--- src/rtl/load_align_unit.sv ---
// M-stage load path: word read addressing, S-stage store forwarding, two-beat
// handling of word-crossing loads, and sign/zero extension toward W.
module load_align_unit #(
  parameter bit FORWARD_EN = 1'b1
) (
  input  logic        clk,
  input  logic        rst,
  input  logic        LoadM,
  input  logic [2:0]  LoadSrcM,
  input  logic [5:0]  AluResultM,
  input  logic [1:0]  AdrM,
  input  logic [31:0] MemRdData,
  output logic [5:0]  MemRdAddr,
  input  logic        MemwriteS,
  input  logic [5:0]  AluResultS,
  input  logic [1:0]  AdrS,
  input  logic [2:0]  StoreSrcS,
  input  logic [31:0] WriteDataS,
  output logic        LoadStall,
  output logic [31:0] ReadDataW,
  output logic        LoadValidW,
  output logic        LoadFaultW
);

  typedef enum logic [0:0] {IDLE = 1'b0, SPLIT = 1'b1} state_e;

  state_e      state_q, state_d;
  logic [31:0] lo_q, lo_d;
  logic [31:0] read_data_q, read_data_d;
  logic        valid_q, valid_d;
  logic        fault_q, fault_d;

  logic        legal_s, split_s, fwd_hit_s;
  logic [5:0]  mem_rd_addr_s;
  logic [3:0]  mask_s;
  logic [31:0] lane_s, merged_s;

  function automatic logic [3:0] store_mask(input logic [2:0] f3, input logic [1:0] adr);
    case (f3)
      3'b000:  return 4'b0001 << adr;
      3'b001:  return 4'b0011 << adr;
      3'b010:  return 4'b1111;
      default: return 4'b0000;
    endcase
  endfunction

  function automatic logic [31:0] extract(input logic [31:0] hi, input logic [31:0] lo,
                                          input logic [1:0] adr, input logic [2:0] f3);
    logic [63:0] sh;
    sh = {hi, lo} >> {adr, 3'b000};
    case (f3)
      3'b000:  return {{24{sh[7]}}, sh[7:0]};
      3'b001:  return {{16{sh[15]}}, sh[15:0]};
      3'b100:  return {24'h000000, sh[7:0]};
      3'b101:  return {16'h0000, sh[15:0]};
      default: return sh[31:0];
    endcase
  endfunction

  assign legal_s = (LoadSrcM == 3'b000) || (LoadSrcM == 3'b001) || (LoadSrcM == 3'b010) ||
                   (LoadSrcM == 3'b100) || (LoadSrcM == 3'b101);
  assign split_s = ((LoadSrcM == 3'b010) && (AdrM != 2'b00)) ||
                   (((LoadSrcM == 3'b001) || (LoadSrcM == 3'b101)) && (AdrM == 2'b11));

  // Second beat reads the following word; 6-bit add wraps 63 to 0.
  assign mem_rd_addr_s = (state_q == SPLIT) ? (AluResultM + 6'd1) : AluResultM;
  assign MemRdAddr     = mem_rd_addr_s;
  assign LoadStall     = !rst && (state_q == IDLE) && LoadM && legal_s && split_s;

  assign mask_s    = store_mask(StoreSrcS, AdrS);
  assign lane_s    = WriteDataS << {AdrS, 3'b000};
  assign fwd_hit_s = FORWARD_EN && MemwriteS && (AluResultS == mem_rd_addr_s);

  // Byte-wise merge of the pending store over the memory word.
  always_comb begin
    merged_s = MemRdData;
    for (int i = 0; i < 4; i++) begin
      if (fwd_hit_s && mask_s[i]) begin
        merged_s[8*i +: 8] = lane_s[8*i +: 8];
      end else begin
        merged_s[8*i +: 8] = MemRdData[8*i +: 8];
      end
    end
  end

  // Next-state and W-stage result computation.
  always_comb begin
    state_d     = state_q;
    lo_d        = lo_q;
    read_data_d = read_data_q;
    valid_d     = 1'b0;
    fault_d     = 1'b0;
    case (state_q)
      IDLE: begin
        if (LoadM) begin
          if (!legal_s) begin
            fault_d     = 1'b1;
            read_data_d = 32'h0000_0000;
          end else if (split_s) begin
            lo_d    = merged_s;
            state_d = SPLIT;
          end else begin
            read_data_d = extract(merged_s, merged_s, AdrM, LoadSrcM);
            valid_d     = 1'b1;
          end
        end else begin
          state_d = IDLE;
        end
      end
      SPLIT: begin
        state_d = IDLE;
        // A dropped LoadM here is a flush: abandon the load silently.
        if (LoadM) begin
          read_data_d = extract(merged_s, lo_q, AdrM, LoadSrcM);
          valid_d     = 1'b1;
        end else begin
          valid_d = 1'b0;
        end
      end
      default: state_d = IDLE;
    endcase
  end

  // State and registered outputs.
  always_ff @(posedge clk or posedge rst) begin
    if (rst) begin
      state_q     <= IDLE;
      lo_q        <= 32'h0000_0000;
      read_data_q <= 32'h0000_0000;
      valid_q     <= 1'b0;
      fault_q     <= 1'b0;
    end else begin
      state_q     <= state_d;
      lo_q        <= lo_d;
      read_data_q <= read_data_d;
      valid_q     <= valid_d;
      fault_q     <= fault_d;
    end
  end

  assign ReadDataW  = read_data_q;
  assign LoadValidW = valid_q;
  assign LoadFaultW = fault_q;

endmodule

--- config.mk ---
export PLATFORM = sky130hd
export DESIGN_NAME = load_align_unit
export DESIGN_NICKNAME = d
export VERILOG_FILES = /design/src/rtl/load_align_unit.sv
export SDC_FILE = /design/constraint.sdc
export NUM_CORES = 1
export LEC_CHECK = 0
export CORE_MARGIN = 3
export CORE_UTILIZATION = 50
export CTS_CLUSTER_DIAMETER = 50
export DETAILED_ROUTE_END_ITERATION = 10
export PLACE_DENSITY = 0.78
export SYNTH_ARGS = -nofsm -noshare
export SYNTH_HDL_FRONTEND = slang
export SYNTH_SLANG_ARGS = --single-unit
--- constraint.sdc ---
create_clock -name clk -period 9.7 [get_ports clk]
set_clock_uncertainty 0.1 [all_clocks]
set_input_delay 1.94 -clock clk [delete_from_list [all_inputs] [get_ports clk]]
set_output_delay 1.94 -clock clk [all_outputs]
set_load 0.005 [all_outputs]
==> results_dict.tcl <==
set metrics [dict create \
    outcome "complete, no violations" \
    hold_violations 0 \
    critPathKind "input port to output port" \
    grt_pass1_vias 5418 \
    worst_path_most_repeated_cell "clkdlybuf4s50_1" \
    nNetsFinal 866 \
    relSlewSlack_pct 32.9 \
    drc_errors 0 \
    slowest_stage "clkdlybuf4s50_1" \
    intPower_mw 0.595 \
    yosysWarnings 0 \
    max_stage_delay_ns 1.10 \
    cp_top_family "buffers and inverters" \
    hold_class "flop to flop" \
    cts_tree "done" \
    pwr-share-comb_pct 35.0 \
    drt_pass1_iterations 7 \
    setup_tns_ns 0 \
    ir_drop_v 0.0000767 \
    grt_pass1_wl_um 28400 \
    r2r_slack_ns 5.56 \
    synthArstFlopShare_pct 100 \
    ant_nets 0 \
    synth_cells 676 \
    crit_path_end_kind "output port" \
    final_util_pct 67.0 \
    vias_per_cell 6.08 \
    cts_made_buffers 9 \
    power.total_mw 0.902 \
    ys_types 57 \
    dieArea_um2 12500 \
    fmax_mhz 133 \
    fin_hold_ws_ns 0.388 \
    required_ns 7.66 \
    cts_setup_buffers 0 \
    seq_area_frac_synth_pct 30.0 \
    num_rows 37 \
    switching_share_pct 34.1 \
    wirelength_um 17500 \
    power_switching_mw 0.307 \
    avgSynthCellArea_um2 8.26 \
    hpwl_um 13600 \
    io_buffer_count 130 \
    synthToLayoutAreaGrowth_pct 27.3 \
    wl_per_cell_um 19.1 \
    synth_edf_count 0 \
    finalSetupViolCount 0 \
    critPathArrivalTime_ns 5.49 \
    die_w_um 112 \
    maxCapViolCount 0 \
    chipHeight_um 112 \
    slew_viol_final 0 \
    grt_usage_pct 28.0 \
    holdPathStages 2 \
    start_util_pct 52.7 \
    synth-seq-cells 67 \
    critical_path_buf_inv_count 3 \
    clock-sinks 67 \
    vias 5573 \
    pwr-share-seq_pct 41.0 \
    drt_iter0_markers 484 \
    path_cells "clkdlybuf4s50_1 -> nor3b_1 -> o21ai_0 -> a21oi_1 -> nand2_1 -> buf_4 -> nor2_1 -> clkdlybuf4s50_1" \
    synth.cell_area_um2 5580 \
    io_pins 131 \
    fillers 896 \
    clk_latency_ns 0.35 \
    antenna_found_initial 0 \
    reg2reg_depth 9 \
    rsz0062_at_grt "false" \
    synth-main-ff-cell "dfrtp_1" \
    worstMarginPinSlew_ns 1.00 \
    hold_buffers 0 \
    worst_setup_hold_path_clk_slew_ns 0.07 \
    fin_crit_sh_pct 77.7 \
    leakage_nw 3.14 \
    syn_nets 767 \
    clk_path_buf_depth 2 \
    critPathLaunchType "input port" \
    core_um2 10600 \
    grt_overflow 0 \
    post_cts_resized 0 \
    period_needed_ns 7.53 \
    crit_cells 8 \
    drive_gt1_share_pct 7.69 \
    htreeDepth 3 \
    root_buffer "clkbuf_8" \
    powerDensity_nw_per_um2 127 \
    p_clk_share_pct 24.1 \
    grt_max_degree 76 \
    gp_congestion 0.953 \
    antenna_cells 0 \
    cp_max_fo 66 \
]
Yosys cell counts (6+ instances only):
master,number,area share (%)
mux2_2,13,2.6
a31oi_1,7,0.78
clkbuf_1,46,3.1
a211o_1,6,0.94
nand2_1,96,6.5
nand2b_1,7,0.78
nand3_1,13,1.2
o211ai_1,17,2.3
a21oi_1,29,2.6
o21ai_0,69,6.2
o2bb2ai_1,6,0.94
xnor2_1,6,0.94
nor2_1,68,4.6
nor2b_1,14,1.6
a211oi_1,17,2.3
dfrtp_1,67,30
mux2i_1,89,16
a221oi_1,6,0.94
and2_1,11,1.2
nand4b_1,7,1.1
cells by family (layout without fill, tap and decap cells):
family,count (synthesis),in the layout,share of synthesized area [%]
xor gates and xnor gates,13,13,2.55
muxes,108,108,20.4
buffers and inverters,56,160,3.79
AOI/OAI and AO/OA,192,192,22.5
and+or+nand+nor,239,239,20.6
adders and majority gates,1,1,0.224
DFF,67,67,30.0
registers in the layout, summed over array words and instances (netlist names):
register    cells
LoadFaultW      1
LoadValidW      1
ReadDataW      32
lo_q           32
state_q         1
metrics by stage:
stage | setup slack (ns) | instance area [µm²] | std cells
6_report | 2.17 | 7110 | 916
5_1_grt | 1.81 | 7110 | 916
4_1_cts | 2.25 | 7110 | 916
3_5_place_dp | 2.27 | 6930 | 900
3_3_place_gp | 2.34 | 6930 | 900
2_1_floorplan | 4.30 | 5580 | 676
power groups by stage:
| stage | registers (mW) | logic [mW] | clock network, mW |
|---|---|---|---|
| 2_1_floorplan | 0.365 | 0.176 | 0 |
| 3_3_place_gp | 0.370 | 0.305 | 0 |
| 3_5_place_dp | 0.374 | 0.312 | 0 |
| 4_1_cts | 0.368 | 0.313 | 0.220 |
| 5_1_grt | 0.376 | 0.347 | 0.233 |
| 6_report | 0.369 | 0.315 | 0.217 |
cell usage in the layout, fill, tap and decap left out, types with 3 or more instances in the layout:
master and n:
o22ai_1 5, a211o_1 6, a21oi_1 29, o2bb2ai_1 6, dfrtp_1 67, a21o_1 3, nand4_4 3, clkinvlp_4 3
a211oi_1 17, mux2i_1 89, nand3_1 13, mux2_2 13, clkbuf_8 11, or2_2 4, buf_4 10, nand2_1 96
xor2_1 5, and3_1 4, clkdlybuf4s50_1 128, a221oi_1 6, a31oi_1 7, o21ai_1 4, nor2_1 68, nor2b_1 13
o21ai_0 69, a22o_1 4, a32oi_1 5, nand2b_1 7, mux2i_2 4, xnor2_1 6, and2_1 11, nand4b_1 7
o211ai_1 17, nand4_1 4
layout make-up:
class                      instances  area, µm²  area share (%)
multi-input combinational        553       3700            52.0
sequential                        67       1680            23.6
timing repair buffer             140       1370            19.2
tap                              136        170            2.39
clock buffer                      13        159            2.24
clock inverter                     3       22.5           0.317
inverter                           4       15.0           0.211
worst min-delay path, stage by stage, from the launching register on:
cell	delay, ns
dfrtp_1	0.34
nand2_1	0.04
o21ai_0	0.06
metal layers:
metal / up-vias / GRT usage (%) / wire length (µm)
li1: 2664 / - / -
met1: 2596 / 41.1 / 8140
met2: 286 / 41.9 / 7570
met3: 27 / 5.33 / 1490
met4: 0 / 8.35 / 328
met5: - / 0 / 0
path summary, 6_finish.rpt:
check                            startpoint       endpoint
worst max register to register      state_q  ReadDataW[19]
min in group asynchronous               rst       lo_q[20]
max in group asynchronous               rst   ReadDataW[0]
worst min register to register      lo_q[7]        lo_q[7]
worst min-delay path                lo_q[7]        lo_q[7]
worst max-delay path            LoadSrcM[1]      LoadStall
Power figures use the tool's default switching activity.
